--- config.mk ---
export PLATFORM = sky130hd
export DESIGN_NAME = fixed_vec_streamer
export DESIGN_NICKNAME = d
export VERILOG_FILES = /design/src/rtl/fixed_stream_pkg.sv /design/src/rtl/fixed_vec_chan.sv /design/src/rtl/fixed_vec_streamer.sv
export SDC_FILE = /design/constraint.sdc
export NUM_CORES = 1
export LEC_CHECK = 0
export ABC_AREA = 1
export CORE_ASPECT_RATIO = 1.75
export CORE_MARGIN = 3
export CORE_UTILIZATION = 60
export DETAILED_ROUTE_END_ITERATION = 12
export MAX_ROUTING_LAYER = met4
export PLACE_DENSITY = 0.78
export SETUP_SLACK_MARGIN = 0.1
export SLEW_MARGIN = 5
export SYNTH_ARGS = -nofsm -noshare
export SYNTH_HDL_FRONTEND = slang
export SYNTH_SLANG_ARGS = --single-unit
--- constraint.sdc ---
create_clock -name clk -period 2.4 [get_ports clk]
set_input_delay 0.6 -clock clk [delete_from_list [all_inputs] [get_ports clk]]
set_output_delay 0.6 -clock clk [all_outputs]
set_load 0.02 [all_outputs]
--- src/rtl/fixed_stream_pkg.sv ---
// Shared types and width helpers for the fixed-point vector streamer.
package fixed_stream_pkg;

  typedef enum logic [1:0] {
    IDLE   = 2'd0,
    STREAM = 2'd1,
    DONE   = 2'd2
  } state_e;

  function automatic int addr_width(input int depth);
    if (depth > 1) begin
      return $clog2(depth);
    end else begin
      return 1;
    end
  endfunction

  function automatic int len_width(input int depth);
    return addr_width(depth) + 1;
  endfunction

  function automatic int max_width(input int a, input int b);
    if (a > b) begin
      return a;
    end else begin
      return b;
    end
  endfunction

endpackage

--- src/rtl/fixed_vec_chan.sv ---
// One transmit channel: element buffer, read pointer and valid/last/data sequencing.
module fixed_vec_chan
  import fixed_stream_pkg::*;
#(
  parameter int DW    = 16,
  parameter int DEPTH = 16,
  parameter int AW    = addr_width(DEPTH)
) (
  input  logic          clk_i,
  input  logic          reset_i,
  input  logic          wr_en_i,
  input  logic [AW-1:0] wr_addr_i,
  input  logic [DW-1:0] wr_data_i,
  input  logic          start_i,
  input  logic [AW:0]   len_i,
  input  logic          ready_i,
  output logic [DW-1:0] data_o,
  output logic          valid_o,
  output logic          last_o,
  output logic          finished_o
);

  localparam logic [AW-1:0] ADDR_ZERO = '0;
  localparam logic [AW-1:0] ADDR_ONE  = AW'(1);
  localparam logic [AW:0]   LEN_ONE   = (AW + 1)'(1);

  logic [DW-1:0] mem_q [DEPTH];
  logic [AW-1:0] ptr_q, ptr_d, ptr_inc_s;
  logic [DW-1:0] data_q, data_d, first_s;
  logic          valid_q, valid_d;
  logic          last_q, last_d;
  logic          fin_q, fin_d;
  logic [AW:0]   len_m1_s;

  // Element storage; contents deliberately survive reset.
  always_ff @(posedge clk_i) begin
    if (wr_en_i) begin
      mem_q[wr_addr_i] <= wr_data_i;
    end
  end

  // Beat sequencing; a write racing the start is forwarded so element 0 is current.
  always_comb begin
    ptr_d     = ptr_q;
    data_d    = data_q;
    valid_d   = valid_q;
    last_d    = last_q;
    fin_d     = fin_q;
    ptr_inc_s = ptr_q + ADDR_ONE;
    len_m1_s  = len_i - LEN_ONE;
    if (wr_en_i && (wr_addr_i == ADDR_ZERO)) begin
      first_s = wr_data_i;
    end else begin
      first_s = mem_q[ADDR_ZERO];
    end
    if (start_i) begin
      ptr_d   = ADDR_ZERO;
      data_d  = first_s;
      valid_d = 1'b1;
      last_d  = (len_i == LEN_ONE);
      fin_d   = 1'b0;
    end else if (valid_q && ready_i) begin
      if (last_q) begin
        data_d  = '0;
        valid_d = 1'b0;
        last_d  = 1'b0;
        fin_d   = 1'b1;
      end else begin
        ptr_d  = ptr_inc_s;
        data_d = mem_q[ptr_inc_s];
        last_d = ({1'b0, ptr_inc_s} == len_m1_s);
      end
    end else begin
      ptr_d = ptr_q;
    end
  end

  // Channel state registers.
  always_ff @(posedge clk_i) begin
    if (reset_i) begin
      ptr_q   <= '0;
      data_q  <= '0;
      valid_q <= 1'b0;
      last_q  <= 1'b0;
      fin_q   <= 1'b0;
    end else begin
      ptr_q   <= ptr_d;
      data_q  <= data_d;
      valid_q <= valid_d;
      last_q  <= last_d;
      fin_q   <= fin_d;
    end
  end

  assign data_o     = data_q;
  assign valid_o    = valid_q;
  assign last_o     = last_q;
  assign finished_o = fin_q;

endmodule

--- src/rtl/fixed_vec_streamer.sv ---
// Transmit end of the A/B operand streams: command FSM, length latch and write steering.
module fixed_vec_streamer
  import fixed_stream_pkg::*;
#(
  parameter int WI1   = 6,
  parameter int WF1   = 10,
  parameter int WI2   = 4,
  parameter int WF2   = 8,
  parameter int DEPTH = 16,
  parameter int AW    = addr_width(DEPTH)
) (
  input  logic                                          clk,
  input  logic                                          reset,
  input  logic                                          wr_en,
  input  logic                                          wr_sel,
  input  logic [AW-1:0]                                 wr_addr,
  input  logic [max_width(WI1+WF1, WI2+WF2)-1:0]        wr_data,
  input  logic                                          cmd_valid,
  output logic                                          cmd_ready,
  input  logic [AW:0]                                   cmd_len,
  output logic signed [WI1+WF1-1:0]                     A_data,
  output logic                                          A_valid,
  input  logic                                          A_ready,
  output logic                                          A_last,
  output logic signed [WI2+WF2-1:0]                     B_data,
  output logic                                          B_valid,
  input  logic                                          B_ready,
  output logic                                          B_last,
  output logic                                          busy,
  output logic                                          done
);

  localparam int            DWA       = WI1 + WF1;
  localparam int            DWB       = WI2 + WF2;
  localparam int            LW        = AW + 1;
  localparam logic [AW:0]   DEPTH_LEN = LW'(DEPTH);
  localparam logic [AW:0]   LEN_ZERO  = '0;

  state_e       state_q, state_d;
  logic [AW:0]  len_q, len_d, len_sat_s;
  logic         cmd_ready_q, busy_q, done_q;
  logic         accept_s, start_s, wr_ok_s;
  logic         a_fin_s, b_fin_s, a_end_s, b_end_s;

  // Command accept, length saturation and end-of-channel detection.
  always_comb begin
    accept_s = cmd_valid && cmd_ready_q;
    if (cmd_len > DEPTH_LEN) begin
      len_sat_s = DEPTH_LEN;
    end else begin
      len_sat_s = cmd_len;
    end
    if (accept_s) begin
      len_d = len_sat_s;
    end else begin
      len_d = len_q;
    end
    start_s = accept_s && (len_sat_s != LEN_ZERO);
    wr_ok_s = wr_en && (state_q == IDLE);
    a_end_s = a_fin_s || (A_valid && A_ready && A_last);
    b_end_s = b_fin_s || (B_valid && B_ready && B_last);
  end

  // Next-state logic; DONE is reached on the edge of the later final beat.
  always_comb begin
    state_d = state_q;
    case (state_q)
      IDLE: begin
        if (accept_s) begin
          if (len_sat_s == LEN_ZERO) begin
            state_d = DONE;
          end else begin
            state_d = STREAM;
          end
        end else begin
          state_d = IDLE;
        end
      end
      STREAM: begin
        if (a_end_s && b_end_s) begin
          state_d = DONE;
        end else begin
          state_d = STREAM;
        end
      end
      DONE:    state_d = IDLE;
      default: state_d = IDLE;
    endcase
  end

  // State, length latch and registered status outputs.
  always_ff @(posedge clk) begin
    if (reset) begin
      state_q     <= IDLE;
      len_q       <= '0;
      cmd_ready_q <= 1'b1;
      busy_q      <= 1'b0;
      done_q      <= 1'b0;
    end else begin
      state_q     <= state_d;
      len_q       <= len_d;
      cmd_ready_q <= (state_d == IDLE);
      busy_q      <= (state_d != IDLE);
      done_q      <= (state_d == DONE);
    end
  end

  assign cmd_ready = cmd_ready_q;
  assign busy      = busy_q;
  assign done      = done_q;

  fixed_vec_chan #(.DW(DWA), .DEPTH(DEPTH), .AW(AW)) u_chan_a (
    .clk_i      (clk),
    .reset_i    (reset),
    .wr_en_i    (wr_ok_s && !wr_sel),
    .wr_addr_i  (wr_addr),
    .wr_data_i  (wr_data[DWA-1:0]),
    .start_i    (start_s),
    .len_i      (len_d),
    .ready_i    (A_ready),
    .data_o     (A_data),
    .valid_o    (A_valid),
    .last_o     (A_last),
    .finished_o (a_fin_s)
  );

  fixed_vec_chan #(.DW(DWB), .DEPTH(DEPTH), .AW(AW)) u_chan_b (
    .clk_i      (clk),
    .reset_i    (reset),
    .wr_en_i    (wr_ok_s && wr_sel),
    .wr_addr_i  (wr_addr),
    .wr_data_i  (wr_data[DWB-1:0]),
    .start_i    (start_s),
    .len_i      (len_d),
    .ready_i    (B_ready),
    .data_o     (B_data),
    .valid_o    (B_valid),
    .last_o     (B_last),
    .finished_o (b_fin_s)
  );

endmodule

Yosys cells after proc, flatten, opt, wreduce, memory -nomap -nowiden. Memory sizes are Yosys's and may differ from the RTL's. Cells that the tools add are included.

Output and inout bits: 35. Register bits after elaboration: 52. Logic and storage cells: 90. Memories: 2. Memory bits (writable): 448. Input bits: 32.

Memory list: u_chan_a.mem_q (depth 16, bits a word 16, rd ports 2, clocked after Yosys merged registers in 0, wr ports 1, RTL line fixed_vec_chan.sv:27) `logic [DW-1:0] mem_q [DEPTH];`; u_chan_b.mem_q (depth 16, bits a word 12, rd ports 2, clocked after Yosys merged registers in 0, wr ports 1, RTL line fixed_vec_chan.sv:27).

Eq/ne operators: 5. Bitwise gates (word level): 2. Add/subtract/negate cells: 3. Muxes and demuxes: 30. Reduce and logical (&&, ||, !) cells: 32. Magnitude comparators: 1.

Operators by type and width (count): $mux W16 (4); $mux W12 (4); $mux W1 (16); $logic_and A1 B1 Y1 (12); $reduce_and A2 Y1 (6); $eq A4 B5 Y1 (2); $mux W5 (2); $reduce_bool A2 Y1 (5); $add A4 B1 Y4 const B (2); $mux W2 (3); $eq A5 B1 Y1 const B (1); $gt A5 B5 Y1 const B (1); $logic_not A5 Y1 (1); $reduce_bool A5 Y1 (1); $sub A5 B1 Y5 const B (1); $logic_not A2 Y1 (2); $logic_not A4 Y1 (1); $pmux W2 S2 (1); $eq A2 B1 Y1 const B (1); $eq A2 B2 Y1 const B (1); $logic_or A1 B1 Y1 (2); $not A1 Y1 (2); $reduce_or A2 Y1 (1); $logic_not A1 Y1 (1).

Longest topological paths before layout.
Depth after elaboration: 8. Mapped depth: 13. Gate-level depth less buffers: 13.

Cells and area by module. Synthesis repeated with hierarchy kept, for this count alone.

Cell total of the unflattened synthesis: 2333. Area total of the unflattened synthesis: 22520.3 sq um.

By module, submodules not included: fixed_vec_chan (u_chan_a) (seq. area each 8147.8 sq um, times used 1, cells an instance 1283, area an instance 12550.8 sq um); fixed_vec_chan (u_chan_b) (seq. area each 6145.9 sq um, times used 1, cells an instance 984, area an instance 9517.9 sq um); fixed_vec_streamer (seq. area each 200.2 sq um, times used 1, cells an instance 66, area an instance 451.7 sq um).

Least setup slack after synthesis. Ideal clock, no wire load.

Path type: input to register. Start: in wr_sel. End: mem u_chan_a.mem_q[10][0] (enable). Buffers on the path: 1. Setup time: 388 ps. Data required time: 2012 ps. Setup slack: 196 ps. Cell stages on the path: 3. Data arrival time: 1816 ps. Cell sequence: nand3b_2 -> clkbuf_1 -> nor2_1.

Word-level cells in the longest chain between the ends: 4.

Ends and longest elaborated chain: start, declared (RTL line fixed_vec_streamer.sv:15) `input logic wr_sel,`; $logic_not A1 Y1 (RTL line fixed_vec_streamer.sv:115) `.wr_en_i (wr_ok_s && !wr_sel),`; $logic_and A1 B1 Y1 (RTL line fixed_vec_streamer.sv:115); $mux W1 (RTL line fixed_vec_chan.sv:37) `if (wr_en_i) begin`; $mux W1 (not written as such) (RTL line fixed_vec_chan.sv:38) `mem_q[wr_addr_i] <= wr_data_i;`; end, declared (RTL line fixed_vec_chan.sv:27).

No other way between the ends.

Worst setup path in the final report.
Start: reg u_chan_b.last_q (netlist: u_chan_b.last_o). End: out B_last.

RTL lines: start, declared (RTL line fixed_vec_chan.sv:31) `logic last_q, last_d;`; start signal, assigned (RTL line fixed_vec_chan.sv:90) `last_q <= last_d;`; end, declared (RTL line fixed_vec_streamer.sv:28) `output logic B_last,`.

No word-level cell between the ends.

==> flow_metrics.env <==
export IMPL_outcome="finished, final reports clean"
export IMPL_rrSetupSlack_ns=0.17
export IMPL_finalHoldViolations=0
export IMPL_reg2regPathDepth=10
export IMPL_drt_iter0_drc=1564
export IMPL_grt_max_degree=78
export IMPL_finalNonFillerCells=2420
export IMPL_dieArea_mm2=0.03676
export IMPL_cts_htree_levels=2
export IMPL_ir_worst_vdd_mv=0.7472
export IMPL_final_common_cell="edfxtp_1"
export IMPL_yosysWarnings=0
export IMPL_placed_area_mm2=0.02282
export IMPL_final_area_mm2=0.02423
export IMPL_slew_headroom_pct=61.15
export IMPL_die_h_um=251.4
export IMPL_core_area_mm2=0.03385
export IMPL_gr_usage_all_layers_pct=30.27
export IMPL_nets=1965
export IMPL_synthCells=1787
export IMPL_drv_cap=0
export IMPL_synthesis_area_mm2=0.02065
export IMPL_cts_tree="yes"
export IMPL_holdCritStartpoint="u_chan_a.finished_o"
export IMPL_fmax_mhz=445.7
export IMPL_clock_sinks=500
export IMPL_port_buffers=66
export IMPL_worstPathArrival_ns=1.64
export IMPL_whs_ns=0.4602
export IMPL_worstSetupPathType="reg -> out"
export IMPL_slowest_stage="clkdlybuf4s50_1"
export IMPL_critPathLaunch="u_chan_b.last_o"
export IMPL_crit_buf_inv=1
export IMPL_r2r_end="u_chan_b.data_o[11]"
export IMPL_async_flop_share_pct=0
export IMPL_path_cells="clkdlybuf4s50_1"
export IMPL_drv_slew=0
export IMPL_antenna_left=0
export IMPL_seq_area_frac_synth_pct=70.20
export IMPL_dieWidth_um=146.2
export IMPL_wl_mm=54.84
export IMPL_finalCritPeriodShare_pct=93.49
export IMPL_drc=0
export IMPL_wl_per_cell_um=22.66
export IMPL_total_power_w=0.01810
export IMPL_crit_path_end_kind="output pin"
export IMPL_finalSetupViolCount=0
export IMPL_cp_start_kind="flip-flop"
export IMPL_endpoint="B_last"
export IMPL_critPathMaxStageDelay_ns=0.65
export IMPL_cts_root_buf="clkbuf_16"
export IMPL_finish_utilization_pct=71.59
export IMPL_rsz0062_at_grt="false"
export IMPL_clk_pin_slew_worst_paths_ns=0.06
export IMPL_hp_class="reg -> reg"
export IMPL_syn2layout_area_growth_pct=17.37
export IMPL_antenna_found_initial=0
export IMPL_crit_cells=1
export IMPL_row_count=89
export IMPL_mostFrequentLayoutCells="edfxtp_1 (448), nor2_1 (419), o21ai_0 (279)"
export IMPL_grt_ovfl_total=0
export IMPL_drive_gt1_share_pct=11.86
export IMPL_synth_seq_cells=500
export IMPL_synth_nets=1822
export IMPL_power_density_mw_per_mm2=746.7
export IMPL_start_util_pct=60.99
export IMPL_cts_buffers=43
export IMPL_routabilityCongestion=0.8894
export IMPL_synth_edf_count=448
export IMPL_via_per_inst=6.097
export IMPL_antenna_cells=0
export IMPL_crit_reg2reg_launch="u_chan_b.ptr_q[0]"
export IMPL_worst_slew_pin_slew_ns=0.5819
export IMPL_ioPinCount=67
export IMPL_finalCriticalPeriod_ns=2.244
export IMPL_synth_avg_cell_area_um2=11.55
export IMPL_vias=14750
export IMPL_nFillCells=2343
export IMPL_cp_top_family="buffers and inverters"
export IMPL_worst_ep_required_time_ns=1.80
export IMPL_synth_top_flop_cell="edfxtp_1"
export IMPL_clk_latency_ns=0.56
export IMPL_firstDrtPassIters=6
export IMPL_fin_worst_skew_ns=0.01161
export IMPL_grt_pass1_wl_mm=82.03
export IMPL_synth_cell_types=31
export IMPL_cp_max_fo=5
export IMPL_hpwlAfterDp_mm=34.71
export IMPL_grt_pass1_vias=14450
export IMPL_p_leak_nw=8.392
export IMPL_clk_path_buf_depth=3
export IMPL_dp_cells=2339
-- cells by family after synthesis --
| family | Yosys count | synth area share [%] |
|---|---|---|
| and+or+nand+nor | 643 | 12.54 |
| DFF | 500 | 70.20 |
| AOI/OAI and AO/OA | 471 | 12.76 |
| buffers and inverters | 164 | 3.757 |
| xor gates and xnor gates | 6 | 0.5636 |
| adders and majority gates | 3 | 0.1818 |
-- worst reg2reg max path: cells and delay by family (launching register included) --
kind | cells | cell delay, ns
compound gates | 3 | 0.52
buf+inv | 4 | 0.88
flops | 1 | 0.36
simple gates | 3 | 0.37
-- metal layers --
metal / vias up / wire length [um] / global-route usage [%]
li1: 6694 / - / -
met1: 7191 / 18430 / 32.70
met2: 687 / 29560 / 53.55
met3: 182 / 3080 / 2.922
met4: 0 / 3773 / 18.68
met5: - / 0 / -
-- timing repair --
action | 4_1_cts | 5_1_grt
hold buffers | 0 | 0
resized for setup | 0 | 2
endpoints found under the setup margin | 0 | 3
setup buffers | 0 | 1
-- flip-flops by register name, indices dropped and copies added, names as in the netlist --
name,flops
u_chan_b.mem_q,192
state_q,2
u_chan_b.valid_o,1
u_chan_b.ptr_q,4
u_chan_a.mem_q,256
busy,1
u_chan_a.ptr_q,4
cmd_ready,1
u_chan_a.valid_o,1
u_chan_a.last_o,1
u_chan_a.finished_o,1
u_chan_b.data_o,12
u_chan_a.data_o,16
u_chan_b.finished_o,1
u_chan_b.last_o,1
done,1
len_q,5
-- report_power, final --
group          switching (W)  internal [W]
combinational        0.00101      0.000586
sequential         0.0000711       0.00960
clock                0.00307       0.00376
-- per-stage QoR --
stage          TNS (ns)  setup WS (ns)
2_1_floorplan         0         0.1958
3_3_place_gp     -2.909        -0.1426
3_5_place_dp     -8.196        -0.1913
4_1_cts               0         0.1324
5_1_grt               0         0.1100
6_report              0         0.1563
-- cell usage after synthesis, types with 6 or more instances --
cell / count / area, um^2
clkbuf_1: 44 / 165.2
edfxtp_1: 448 / 13450
o21ai_1: 6 / 30.03
inv_1: 49 / 183.9
buf_6: 6 / 67.56
buf_2: 35 / 175.2
nor2_1: 419 / 1573
nand3_1: 85 / 425.4
dfxtp_1: 52 / 1041
buf_1: 6 / 22.52
o21ai_0: 279 / 1396
buf_4: 18 / 135.1
nand2_1: 122 / 457.9
a21oi_1: 76 / 380.4
o211ai_1: 108 / 810.8
-- worst min path at each step --
stage,slack (ns),endpoint,cells after the start
2_1_floorplan,0.43,u_chan_a.finished_o,2
4_1_cts,0.46,u_chan_a.finished_o,2
6_report,0.46,u_chan_a.finished_o,2
3_3_place_gp,0.44,u_chan_a.finished_o,2
5_1_grt,0.50,u_chan_b.finished_o,2
3_5_place_dp,0.45,u_chan_a.finished_o,2
-- area by class of cell --
class	instances	area (um^2)	share of cell area, %
flip-flops and latches	500	14500	59.83
multi-input cells	1123	5393	22.25
repair buffers	207	2172	8.963
clock buffers	55	1152	4.755
well taps	455	569.3	2.349
clock inverters	25	234.0	0.9655
inverters	55	215.2	0.8880
Power figures use the tool's default switching activity.
